<file path="src/rtl/smc_ahb_sram_ctrl.sv">
// smc_ahb_sram_ctrl: AHB-Lite slave to single-port SRAM with one-entry write buffer and read forwarding
module smc_ahb_sram_ctrl #(
    parameter int ADDR_W = 16
) (
    input  logic              pmu_smc_hclk,
    input  logic              pmu_smc_hrst,
    input  logic              hmain0_smc_hsel,
    input  logic [31:0]       hmain0_smc_haddr,
    input  logic [1:0]        hmain0_smc_htrans,
    input  logic              hmain0_smc_hwrite,
    input  logic [2:0]        hmain0_smc_hsize,
    input  logic [3:0]        hmain0_smc_hprot,
    input  logic [31:0]       hmain0_smc_hwdata,
    output logic [31:0]       smc_hmain0_hrdata,
    output logic              smc_hmain0_hready,
    output logic [1:0]        smc_hmain0_hresp,
    output logic              smc_sram_cen,
    output logic              smc_sram_wen,
    output logic [ADDR_W-3:0] smc_sram_addr,
    output logic [3:0]        smc_sram_be,
    output logic [31:0]       smc_sram_wdata,
    input  logic [31:0]       sram_smc_rdata
);
    localparam int WA = ADDR_W - 2;

    typedef enum logic [2:0] {IDLE, RD_DATA, WR_DATA, ERR1, ERR2} state_t;

    state_t        state, state_nx;
    logic [WA-1:0] a_addr, buf_addr;
    logic [3:0]    a_be, buf_be, be_c;
    logic [31:0]   buf_data, merged;
    logic          buf_valid, accept, legal, rd_acc, flush, load, hit;
    logic          unused;

    assign unused = ^{hmain0_smc_hprot, hmain0_smc_haddr[31:ADDR_W], hmain0_smc_htrans[0]};

    // Address-phase decode, SRAM port arbitration (read beats flush) and read merge
    always_comb begin
        be_c = hmain0_smc_hsize == 3'd0 ? 4'b0001 << hmain0_smc_haddr[1:0] :
               hmain0_smc_hsize == 3'd1 ? (hmain0_smc_haddr[1] ? 4'b1100 : 4'b0011) : 4'b1111;
        legal = hmain0_smc_hsize <= 3'd2 &&
                !(hmain0_smc_hsize == 3'd1 && hmain0_smc_haddr[0]) &&
                !(hmain0_smc_hsize == 3'd2 && |hmain0_smc_haddr[1:0]);
        smc_hmain0_hready = state != ERR1;
        smc_hmain0_hresp  = (state == ERR1 || state == ERR2) ? 2'b01 : 2'b00;
        accept = hmain0_smc_hsel & hmain0_smc_htrans[1] & smc_hmain0_hready & ~pmu_smc_hrst;
        rd_acc = accept & legal & ~hmain0_smc_hwrite;
        flush  = buf_valid & ~rd_acc & ~pmu_smc_hrst;
        load   = state == WR_DATA & ~pmu_smc_hrst;
        hit    = buf_valid && buf_addr == a_addr;
        for (int i = 0; i < 4; i++)
            merged[8*i +: 8] = (hit && buf_be[i]) ? buf_data[8*i +: 8] : sram_smc_rdata[8*i +: 8];
        smc_hmain0_hrdata = state == RD_DATA ? merged : 32'h0;
        smc_sram_cen   = rd_acc | flush;
        smc_sram_wen   = flush;
        smc_sram_addr  = rd_acc ? hmain0_smc_haddr[ADDR_W-1:2] : buf_addr;
        smc_sram_be    = flush ? buf_be : 4'b0000;
        smc_sram_wdata = buf_data;
        state_nx = accept ? (legal ? (hmain0_smc_hwrite ? WR_DATA : RD_DATA) : ERR1) :
                   state == ERR1 ? ERR2 : IDLE;
    end

    // FSM state, buffer valid bit, address-phase capture and write-buffer load
    always_ff @(posedge pmu_smc_hclk) begin
        if (pmu_smc_hrst) begin
            state     <= IDLE;
            buf_valid <= 1'b0;
        end else begin
            state     <= state_nx;
            buf_valid <= load | (buf_valid & ~flush);
            if (accept) begin
                a_addr <= hmain0_smc_haddr[ADDR_W-1:2];
                a_be   <= be_c;
            end
            if (load) begin
                buf_addr <= a_addr;
                buf_be   <= a_be;
                buf_data <= hmain0_smc_hwdata;
            end
        end
    end
endmodule

</file>
<file path="config.mk">
export PLATFORM = sky130hd
export DESIGN_NAME = smc_ahb_sram_ctrl
export DESIGN_NICKNAME = d
export VERILOG_FILES = /design/src/rtl/smc_ahb_sram_ctrl.sv
export SDC_FILE = /design/constraint.sdc
export NUM_CORES = 1
export LEC_CHECK = 0
export BUFFER_PORTS_ARGS = -buffer_cell sky130_fd_sc_hd__clkbuf_2
export CORE_ASPECT_RATIO = 2
export CORE_UTILIZATION = 44
export CTS_CLUSTER_SIZE = 12
export DETAILED_ROUTE_END_ITERATION = 8
export PLACE_DENSITY_LB_ADDON = 0.1
export SLEW_MARGIN = 20
export SYNTH_ARGS = -nofsm -noshare
export SYNTH_HDL_FRONTEND = slang
export SYNTH_SLANG_ARGS = --single-unit
</file>
<file path="constraint.sdc">
create_clock -name pmu_smc_hclk -period 7.4 [get_ports pmu_smc_hclk]
set_input_delay 0.74 -clock pmu_smc_hclk [delete_from_list [all_inputs] [get_ports pmu_smc_hclk]]
set_output_delay 0.74 -clock pmu_smc_hclk [all_outputs]
set_load 0.01 [all_outputs]
</file>
# After elaboration in Yosys (flattened, before gate mapping)
# Cells that the tools add are included.
# totals
ff_bits	72
latch_bits	0
mem_bits_rw	0
romBits	0
in_bits	109
out_inout_bits	87
elab_cells	63
mem_count	0
# op_classes
n_addsub	0
mul	0
div_mod_pow	0
magnitude_cmp	1
eq_ne	8
n_shift	1
n_mux	15
bitwise	15
reduce_logical	16
# op_table
cell	n
2-to-1 mux 32 bit	1
2-to-1 mux 8 bit	4
2-to-1 mux 4 bit	4
== test 14 bit	1
2-to-1 mux 14 bit	1
AND 1 bit	9
== test 3 x 2 -> 1 bit, second input constant	3
logical AND 1 bit	9
== test 3 x 1 -> 1 bit, second input constant	2
2-to-1 mux 3 bit	2
2-to-1 mux 2 bit	2
NOT 1 bit	4
AND reduction 2 bit	2
left shift 1 x 2 -> 4 bit, first input constant	1
== test 3 bit, second input constant	1
less-or-equal comparator 3 x 2 -> 1 bit, second input constant	1
zero test 3 bit	1
!= test 3 x 2 -> 1 bit, second input constant	1
zero test 1 bit	2
bitwise OR 1 bit	2
OR reduction 2 bit	1
logical OR 1 bit	1
2-to-1 mux 1 bit	1

# Logic depth before layout (Yosys ltp)
# Gate-level depths: netlist of the first run.
# depth
word_depth	13
depth_mapped	6
mapped_depth_nobuf	5

# Worst setup path after synthesis of the first run
# OpenSTA, ideal clock, no wires.
# synth_timing
path_kind	input -> register
from	input port pmu_smc_hrst
to	register buf_addr[0] (enable)
setup_ns	0.604
arrival_ns	6.066
required_ns	6.796
slack_ns	0.730
stages	1
n_path_buf	0
cell_sequence	nor4b_1
# synth_between
elab_chain_cells	3
# synth_lines
element	line	text
from (decl)	6	input logic pmu_smc_hrst,
NOT 1 bit (no source line) *	n/a	
AND 1 bit	49	load = state == WR_DATA & ~pmu_smc_hrst;
AND reduction 2 bit (no source line) *	n/a	
to (signal assigned)	76	buf_addr <= a_addr;
to (decl)	29	logic [WA-1:0] a_addr, buf_addr;
# Every way passes the cells marked *; elsewhere a longest branch is shown, timed or not.
# A chain may end at the register's enable or synchronous reset.

# Worst setup path in the final report of the first run
# layout_timing
from	register state[2]
to	output port smc_sram_addr[10]
# layout_between
elab_chain_cells	6
# layout_lines
element	line	text
from (decl)	28	state_t state, state_nx;
from (signal assigned)	69	state <= state_nx;
!= test 3 x 2 -> 1 bit	44	smc_hmain0_hready = state != ERR1;
AND 1 bit (2 in series)	46	accept = hmain0_smc_hsel & hmain0_smc_htrans[1] & smc_hmain0_hready & ~pmu_smc_hrst;
AND 1 bit (2 in series)	47	rd_acc = accept & legal & ~hmain0_smc_hwrite;
2-to-1 mux 14 bit	56	smc_sram_addr = rd_acc ? hmain0_smc_haddr[ADDR_W-1:2] : buf_addr;
to (decl)	19	output logic [ADDR_W-3:0] smc_sram_addr,
# No other way between the ends.

==> metrics, run 1 <==
status=finished, final reports clean; Crit path largest cell delay=0.65 ns; Ant. Diodes=0; crit path time final=3.34 ns; Slew HR=44.0%; Yosys Warn Count=0; Die ar.=0.00824 mm2; Yosys top cell by area=edfxtp_1; Internal Pwr Total=0.835 mW; drt initial violations=60; pwr/cell area=around 220 mW/mm2; routed len/inst=14.8 um; ranking of synthesized cells by area=edfxtp_1 59%, mux2i_1 9.3%, nand2_1 7.1%; I/O pins=196; Setup violations, final=0; Initial Utilization=between 40% and 50%; reported net switching power=a little under 0.2 mW; #FFs+latches synth=72; TritonCTS Buffers=9; Worst Skew=0.00367 ns; fraction of layout cells with a size suffix above 1=between 50% and 60%; GP Congestion=around 0.77; Die H=127 um; Synth top area share=59.0%; Seq pwr share=44.5%; Post-Syn Area=0.00346 mm2; drt drc=0; Avg Inst Size Synth=13.9 um2; Mapped Cells=~250; sw frac=19.2%; Post-CTS Setup Inserts=0; vias=2562; sum of negative setup slack=0 ns; slowest cell on the critical path=inv_1; Setup Crit Path Kind=register to output port; CTS resizes=0; worst slew pin tran=0.840 ns; Via density=4.88; Clock H-tree levels=3; antenna violations before repair=0; 1st-pass router iterations=4; DRT antenna net count=0; Peak VDD IR=0.151 mV; clk root buf=clkbuf_16; crit path cell chain=nand3b_1, nand4b_1, inv_1, nand2_4, mux2_4, clkbuf_2; row count=45; CP Max Fanout=20; gr usage total=19.3%; Comb power frac=6.6%; sequential-to-total area share from yosys stat=between 60 and 70%; DP HPWL=5.92 mm; Fmax=0.300 GHz; Syn-to-layout area delta=38.4%; Final Hold Viols=0; core area=0.00760 mm2; # port buffers=approximately 170; # hold bufs at CTS=0; Leakage=2.02 nW; crit start category=register; clock share of power=48.9%; largest net degree at the start of global routing=65; Slew Viols, Final=0; Worst EP arrival=2.60 ns; most common cell after layout, fill and taps aside=clkbuf_2; syn nets=357; Chip Width=64.7 um; Max Cap Viol=0; vias in the first global route=2376; period utilization=45.1%; Reg clk slew, reported paths=approximately 0.050 ns; most frequent cells in the layout=173 x clkbuf_2, 68 x edfxtp_1, 65 x nand2_1, 32 x mux2i_1, 9 x clkbuf_16; first-pass GRT wire length=11.7 mm; Netlist cell types=32; post-layout net count=between 500 and 600; grt total ovfl=0; Max clock buf depth=2; WHS=0.420 ns; WL final=7.75 mm; Required @ worst endpoint=6.66 ns; CP Capture Type=output port; Skew-Pair Late Insertion Delay=0.33 ns; RSZ-0062 raised after global routing=no; worst min path class=register to register; CTS sink cnt=a little over 70; CTS tree=built
[cells in the mapped netlist (all sizes together)]
cell type	instances
a211oi	1
xnor2	14
nor2	4
o21bai	1
dfxtp	4
edfxtp	68
or3	1
nand2	66
and2	4
nor3b	1
nand3b	1
nor2b	1
clkbuf	7
conb	1
a21o	1
nor4	4
mux2	14
mux2i	32
nor4b	1
nand4b	1
nand2b	2
nand4	7
o21ai	5
inv	2
a21oi	3
buf	2
[final cells by class]
type,instances,area [um2]
clock inverters,5,103
flip-flops and latches,72,2120
clock buffers,11,253
fillers,637,2810
repair buffers,176,888
well taps,94,118
multi-input cells,165,1300
inverters,2,7.51
[layer usage]
metal	share of wire, %	track usage (%)	vias up
met5	0	0	-
met3	5.5	4.64	11
li1	-	-	1253
met4	2.1	9.54	0
met1	35	19.3	1194
met2	57	35.8	104
[critical path, delay by kind of cell (launching register included)]
kind | cells | cell delay, ns
flops | 1 | 0.39
simple gates | 3 | 0.70
buf+inv | 2 | 0.78
mux | 1 | 0.38
[through the flow]
stage	area [um2]	util [%]	instances	worst slack, ns	power, mW
finish	4790	63.0	525	4.07	1.03
global route	4790	63.0	525	3.87	1.06
CTS	4790	63.0	525	4.01	1.04
detailed placement	4430	58.3	509	4.03	0.537
global placement	4430	58.3	509	4.04	0.535
floorplan	3460	-	248	0.730	0.499
[power groups by stage]
stage | Clock [mW] | Sequential [mW] | Combinational (mW)
finish | 0.505 | 0.460 | 0.0680
global route | 0.527 | 0.461 | 0.0749
floorplan | 0 | 0.470 | 0.0296
CTS | 0.516 | 0.460 | 0.0691
global placement | 0 | 0.468 | 0.0668
detailed placement | 0 | 0.469 | 0.0685
[kinds of logic (layout without fill, tap and decap cells)]
kind of cell,count (synthesis),after routing,share of synthesized area (%)
XOR/XNOR,14,14,5.06
flip-flops,72,72,61.3
other,1,1,0.108
multiplexers,46,46,14.7
buffers and inverters,11,194,1.52
AND/OR/NAND/NOR,93,93,15.1
AO/OA/AOI/OAI,11,11,2.17
[path summary, 6_finish.rpt]
kind                               start           endpoint  slack (ns)  depth (start not counted)
worst max-delay path            state[2]  smc_sram_addr[10]        4.07                          6
worst min-delay path             a_be[2]          buf_be[2]        0.42                          0
worst max register to register  state[2]          buf_valid        5.37                          5
worst min register to register   a_be[2]          buf_be[2]        0.42                          0
[sequential cells by signal, indices dropped and copies added, names as in the netlist]
register        flops
buf_valid           1
buf_addr           14
a_addr             14
buf_be              4
smc_sram_wdata     32
a_be                4
state               3
Note: power is estimated with default switching activity, not from simulation.
==> run 2: changes to the inputs <==
==> constraint.sdc (replaced) <==
create_clock -name pmu_smc_hclk -period 3.25 [get_ports pmu_smc_hclk]
set_input_delay 0.325 -clock pmu_smc_hclk [delete_from_list [all_inputs] [get_ports pmu_smc_hclk]]
set_output_delay 0.325 -clock pmu_smc_hclk [all_outputs]
set_load 0.01 [all_outputs]
==> metrics, run 2 (synthesis results as in run 1) <==
Peak VDD IR=0.406 mV (+170%); clk root buf=clkbuf_16; row count=45 (unchanged); worst slew pin tran=0.771 ns (-0.0682 ns); status=finished, final reports clean; Setup WS post-layout=0.471 ns (-3.59 ns); Slew HR=48.2% (+4.2 points); Setup violations, final=0 (unchanged); RSZ-0062 raised after global routing=no; Worst Skew=0.00331 ns (-0.000356 ns); DP HPWL=5.95 mm (+0.44%); max reg flops=32 (unchanged); crit path cell chain=xnor2_1, nand4_2, nor4_4, mux2i_1, clkbuf_2; core area=0.00760 mm2 (unchanged); Syn-to-layout area delta=36.0%; Post-CTS Setup Inserts=0 (unchanged); GP Congestion=0.771 (-0.35%); Chip Width=64.7 um (unchanged); Clock H-tree levels=3 (unchanged); gr usage total=18.7% (-0.59 points); Initial Utilization=45.5% (unchanged); Setup Crit Path Kind=register to output port; # port buffers=173 (unchanged); Worst Hold End=smc_sram_wdata[22]; reg2reg start=state[2]; Ant. Diodes=0 (unchanged); Die H=127 um (unchanged); WL final=7.56 mm (-2.5%); crit path time final=2.78 ns; vias in the first global route=2416 (+1.7%); Layout Cells excl Fill=526 (+0.19%); most frequent cells in the layout=173 x clkbuf_2, 68 x edfxtp_1, 65 x nand2_1, 32 x mux2i_1, 9 x clkbuf_16; CTS tree=built; period utilization=85.5%; Max Cap Viol=0 (unchanged); DRT antenna net count=0 (unchanged); grt total ovfl=0 (unchanged); Reg clk slew, reported paths=0.05 ns (about the same); Required @ worst endpoint=2.92 ns (-3.74 ns); drt initial violations=75 (+25%); vias=2571 (+0.35%); Via density=4.89 (+0.16%); largest net degree at the start of global routing=65 (unchanged); dpl cells=510 (+0.20%); reg-to-reg endpoint=buf_valid; sum of negative setup slack=0 ns (unchanged); fraction of layout cells with a size suffix above 1=51.2% (-1.0 points); Worst EP arrival=2.45 ns (-0.15 ns); min-delay src=hmain0_smc_hwdata[22]; R2R setup slack=1.61 ns (-3.76 ns); antenna violations before repair=0 (unchanged); CTS sink cnt=72 (unchanged); Reg2Reg Depth=6 (+1); Skew-Pair Late Insertion Delay=0.32 ns (about the same); Final Hold Viols=0 (unchanged); Max clock buf depth=2 (unchanged); first-pass GRT wire length=11.4 mm (-2.2%); TritonCTS Buffers=9 (unchanged); CTS resizes=0 (unchanged); CP Capture Type=output port; WHS=0.178 ns (-0.242 ns); # hold bufs at CTS=0 (unchanged); I/O pins=196 (unchanged); post-layout net count=536 (+0.19%); CP Max Fanout=8 (-60%); crit start category=register; fillers=664 (+4.2%); pwr/cell area=435 mW/mm2 (+100%); worst min path class=input port to register; most common cell after layout, fill and taps aside=clkbuf_2; Fmax=~0.36 GHz; routed len/inst=14.4 um (-2.7%); Slew Viols, Final=0 (unchanged); Leakage=1.98 nW (-2.1%); worst slack at placement=0.780 ns (-3.25 ns); slowest cell on the critical path=nor4_4; Hold Crit Depth=1 (+1); Crit path largest cell delay=0.74 ns (+0.09 ns); drt drc=0 (unchanged); Die ar.=0.00824 mm2 (unchanged); 1st-pass router iterations=4 (unchanged)
-- run 2: how the worst max path moves through the flow --
stage,from,to,slack [ns],cells after the start
2_1_floorplan,state[2],buf_addr[0],0.75,1
3_3_place_gp,a_addr[4],smc_hmain0_hrdata[30],0.78,5
3_5_place_dp,a_addr[4],smc_hmain0_hrdata[2],0.78,5
4_1_cts,a_addr[4],smc_hmain0_hrdata[30],0.40,5
5_1_grt,buf_addr[6],smc_hmain0_hrdata[0],0.30,5
6_report,a_addr[4],smc_hmain0_hrdata[2],0.47,5
-- run 2: routing by layer --
| metal | routed length [um] | track usage (%) |
|---|---|---|
| met1 | 2640 | 18.8 |
| met2 | 4260 | 34.4 |
| met3 | 406 | 3.48 |
| met4 | 246 | 11.4 |
| met5 | 0 | 0 |
-- run 2: final cells by class --
class | count | area, um2 | area share [%]
Clock buffer | 11 | 233 | 4.95
Clock inverter | 5 | 23.8 | 0.505
Timing Repair Buffer | 177 | 896 | 19.0
Multi-Input combinational cell | 165 | 1310 | 27.7
Tap cell | 94 | 118 | 2.50
Inverter | 2 | 7.51 | 0.160
Sequential cell | 72 | 2120 | 45.1
-- run 2: critical path: cells and delay by family (launching register included) --
kind,cells,cell delay (ns)
buf+inv,1,0.16
mux,1,0.28
flops,1,0.40
simple gates,2,1.04
xor+xnor,1,0.25
-- run 2: report_power, final --
group	switching (mW)	leakage, nW	internal (mW)
sequential	0.0116	0.652	1.04
combinational	0.0777	1.21	0.0769
clock	0.336	0.122	0.507
total	0.425	1.98	1.62
-- run 2: stage by stage --
stage	power [mW]	utilization [%]	cell area (um2)
2_1_floorplan	1.14	-	3470
3_3_place_gp	1.22	58.5	4450
3_5_place_dp	1.22	58.5	4450
4_1_cts	2.08	61.9	4700
5_1_grt	2.12	61.9	4700
6_report	2.05	61.9	4700
==> run 3: changes to the inputs <==
--- a/config.mk
+++ b/config.mk
@@ -7,7 +7,7 @@
 export LEC_CHECK = 0
 export BUFFER_PORTS_ARGS = -buffer_cell sky130_fd_sc_hd__clkbuf_2
 export CORE_ASPECT_RATIO = 2
-export CORE_UTILIZATION = 44
+export CORE_UTILIZATION = 48
 export CTS_CLUSTER_SIZE = 12
 export DETAILED_ROUTE_END_ITERATION = 8
 export PLACE_DENSITY_LB_ADDON = 0.1
==> constraint.sdc (replaced) <==
create_clock -name pmu_smc_hclk -period 3.46 [get_ports pmu_smc_hclk]
set_input_delay 0.346 -clock pmu_smc_hclk [delete_from_list [all_inputs] [get_ports pmu_smc_hclk]]
set_output_delay 0.346 -clock pmu_smc_hclk [all_outputs]
set_load 0.01 [all_outputs]
==> metrics, run 3 (synthesis results as in run 1) <==
Setup Crit Path Kind=register to output port; met2 wire len=4.10 mm (-3.8%); Slew HR=48.5% (+0.34 points); # hold bufs at CTS=0 (unchanged); drt initial violations=103 (+37%); 1st-pass router iterations=4 (unchanged); CTS tree=built; grt total ovfl=0 (unchanged); worst slew pin tran=0.766 ns (-0.00504 ns); Final Hold Viols=0 (unchanged); gr usage total=19.9% (+1.1 points); clk root buf=clkbuf_16; slowest cell on the critical path=nor4_4; Skew-Pair Late Insertion Delay=0.32 ns (about the same); drt drc=0 (unchanged); Initial Utilization=49.8% (+4.3 points); CP Max Fanout=8 (unchanged); Max Cap Viol=0 (unchanged); status=finished, final reports clean; Peak VDD IR=0.410 mV (+0.97%); Setup violations, final=0 (unchanged); core area=0.00694 mm2 (-8.7%); WL final=7.34 mm (-2.9%); Fmax=0.359 GHz; most frequent cells in the layout=173 x clkbuf_2, 68 x edfxtp_1, 65 x nand2_1, 32 x mux2i_1, 9 x clkbuf_16; # port buffers=173 (unchanged); Crit path largest cell delay=0.73 ns (about the same); max reg flops=32 (unchanged); Via density=4.94 (+1.0%); vias=2572 (+0.039%); WHS=0.199 ns (+0.0208 ns); fillers=562 (-15%); period utilization=80.4%; routed len/inst=14.1 um (-1.9%); row count=43 (-4.4%); pwr/cell area=415 mW/mm2 (-4.6%); Worst Skew=0.00426 ns (+0.000948 ns); Clock H-tree levels=3 (unchanged); Slew Viols, Final=0 (unchanged); Required @ worst endpoint=3.11 ns (+0.19 ns); DR WL met3=484 um (+19%); post-layout net count=535 (-0.19%); Leakage=1.99 nW (+0.33%); vias in the first global route=2330 (-3.6%); Buf+Inv Stages, Crit Path=1 (unchanged); WL met1=2.54 mm (-4.0%); I/O pins=196 (unchanged); Top delay family on crit path=simple AND/OR/NAND/NOR gates; Worst EP arrival=2.44 ns (about the same); DR top layer=met4; Reg clk slew, reported paths=0.05 ns (about the same); crit path cell chain=xnor2_1, nand4_2, nor4_4, mux2i_1, clkbuf_2; Die H=122 um (-4.2%); Ant. Diodes=0 (unchanged); antenna violations before repair=0 (unchanged); Chip Width=62.0 um (-4.1%); DP HPWL=5.68 mm (-4.5%); RSZ-0062 raised after global routing=no; Post-CTS Setup Inserts=0 (unchanged); Die ar.=0.00757 mm2 (-8.1%); worst min path class=input port to register; fraction of layout cells with a size suffix above 1=51.0% (-0.11 points); fin util=68.0% (+6.1 points); CTS sink cnt=72 (unchanged); Max clock buf depth=2 (unchanged); most common cell after layout, fill and taps aside=clkbuf_2; sum of negative setup slack=0 ns (unchanged); crit start category=register; GP Congestion=0.758 (-1.6%); Syn-to-layout area delta=36.4%; crit path time final=between 2 and 3 ns; DRT antenna net count=0 (unchanged); first-pass GRT wire length=10.6 mm (-7.1%); largest net degree at the start of global routing=65 (unchanged); CP Capture Type=output port; CTS resizes=0 (unchanged); TritonCTS Buffers=9 (unchanged)
[run 3: changes by cell type in the layout (fill, tap and decap cells not counted)]
cell | previous run | this run
buf_12 | 0 | 1
buf_4 | 4 | 2
clkbuf_1 | 2 | 5
clkinvlp_4 | 1 | 0
clkinv_1 | 3 | 0
clkbuf_8 | 0 | 2
clkinv_2 | 1 | 0
[run 3: per-stage QoR]
step | cells | setup slack [ns] | instance area, um2 | total power, mW
floorplan | 248 | 0.957 | 3470 | 1.07
global placement | 505 | 1.01 | 4450 | 1.14
detailed placement | 505 | 1.00 | 4450 | 1.15
CTS | 521 | 0.637 | 4720 | 1.98
global route | 521 | 0.521 | 4720 | 2.03
finish | 521 | 0.677 | 4720 | 1.96
[run 3: layer usage]
metal / up-vias / track usage [%]
met5: - / 0
met4: 0 / 10.6
met3: 15 / 5.41
met2: 109 / 35.1
met1: 1190 / 19.8
li1: 1258 / -
[run 3: where the power goes]
| part | switching (mW) | internal (mW) |
|---|---|---|
| sequential | 0.0109 | 0.974 |
| combinational | 0.0733 | 0.0727 |
| clock | 0.302 | 0.525 |
[run 3: path summary, 6_finish.rpt]
path | startpoint | endpoint | slack [ns] | depth (start not counted)
min | hmain0_smc_hwdata[10] | smc_sram_wdata[10] | 0.20 | 1
max | buf_addr[7] | smc_hmain0_hrdata[26] | 0.68 | 5
max reg2reg | state[2] | smc_sram_wdata[7] | 1.75 | 2
min reg2reg | a_be[2] | buf_be[2] | 0.43 | 0
[run 3: layout make-up]
cell class | instances | area, um2 | area share [%]
Tap cell | 90 | 113 | 2.39
Inverter | 2 | 7.51 | 0.159
Clock buffer | 16 | 272 | 5.75
Timing Repair Buffer | 176 | 901 | 19.1
Sequential cell | 72 | 2120 | 45.0
Multi-Input combinational cell | 165 | 1310 | 27.7
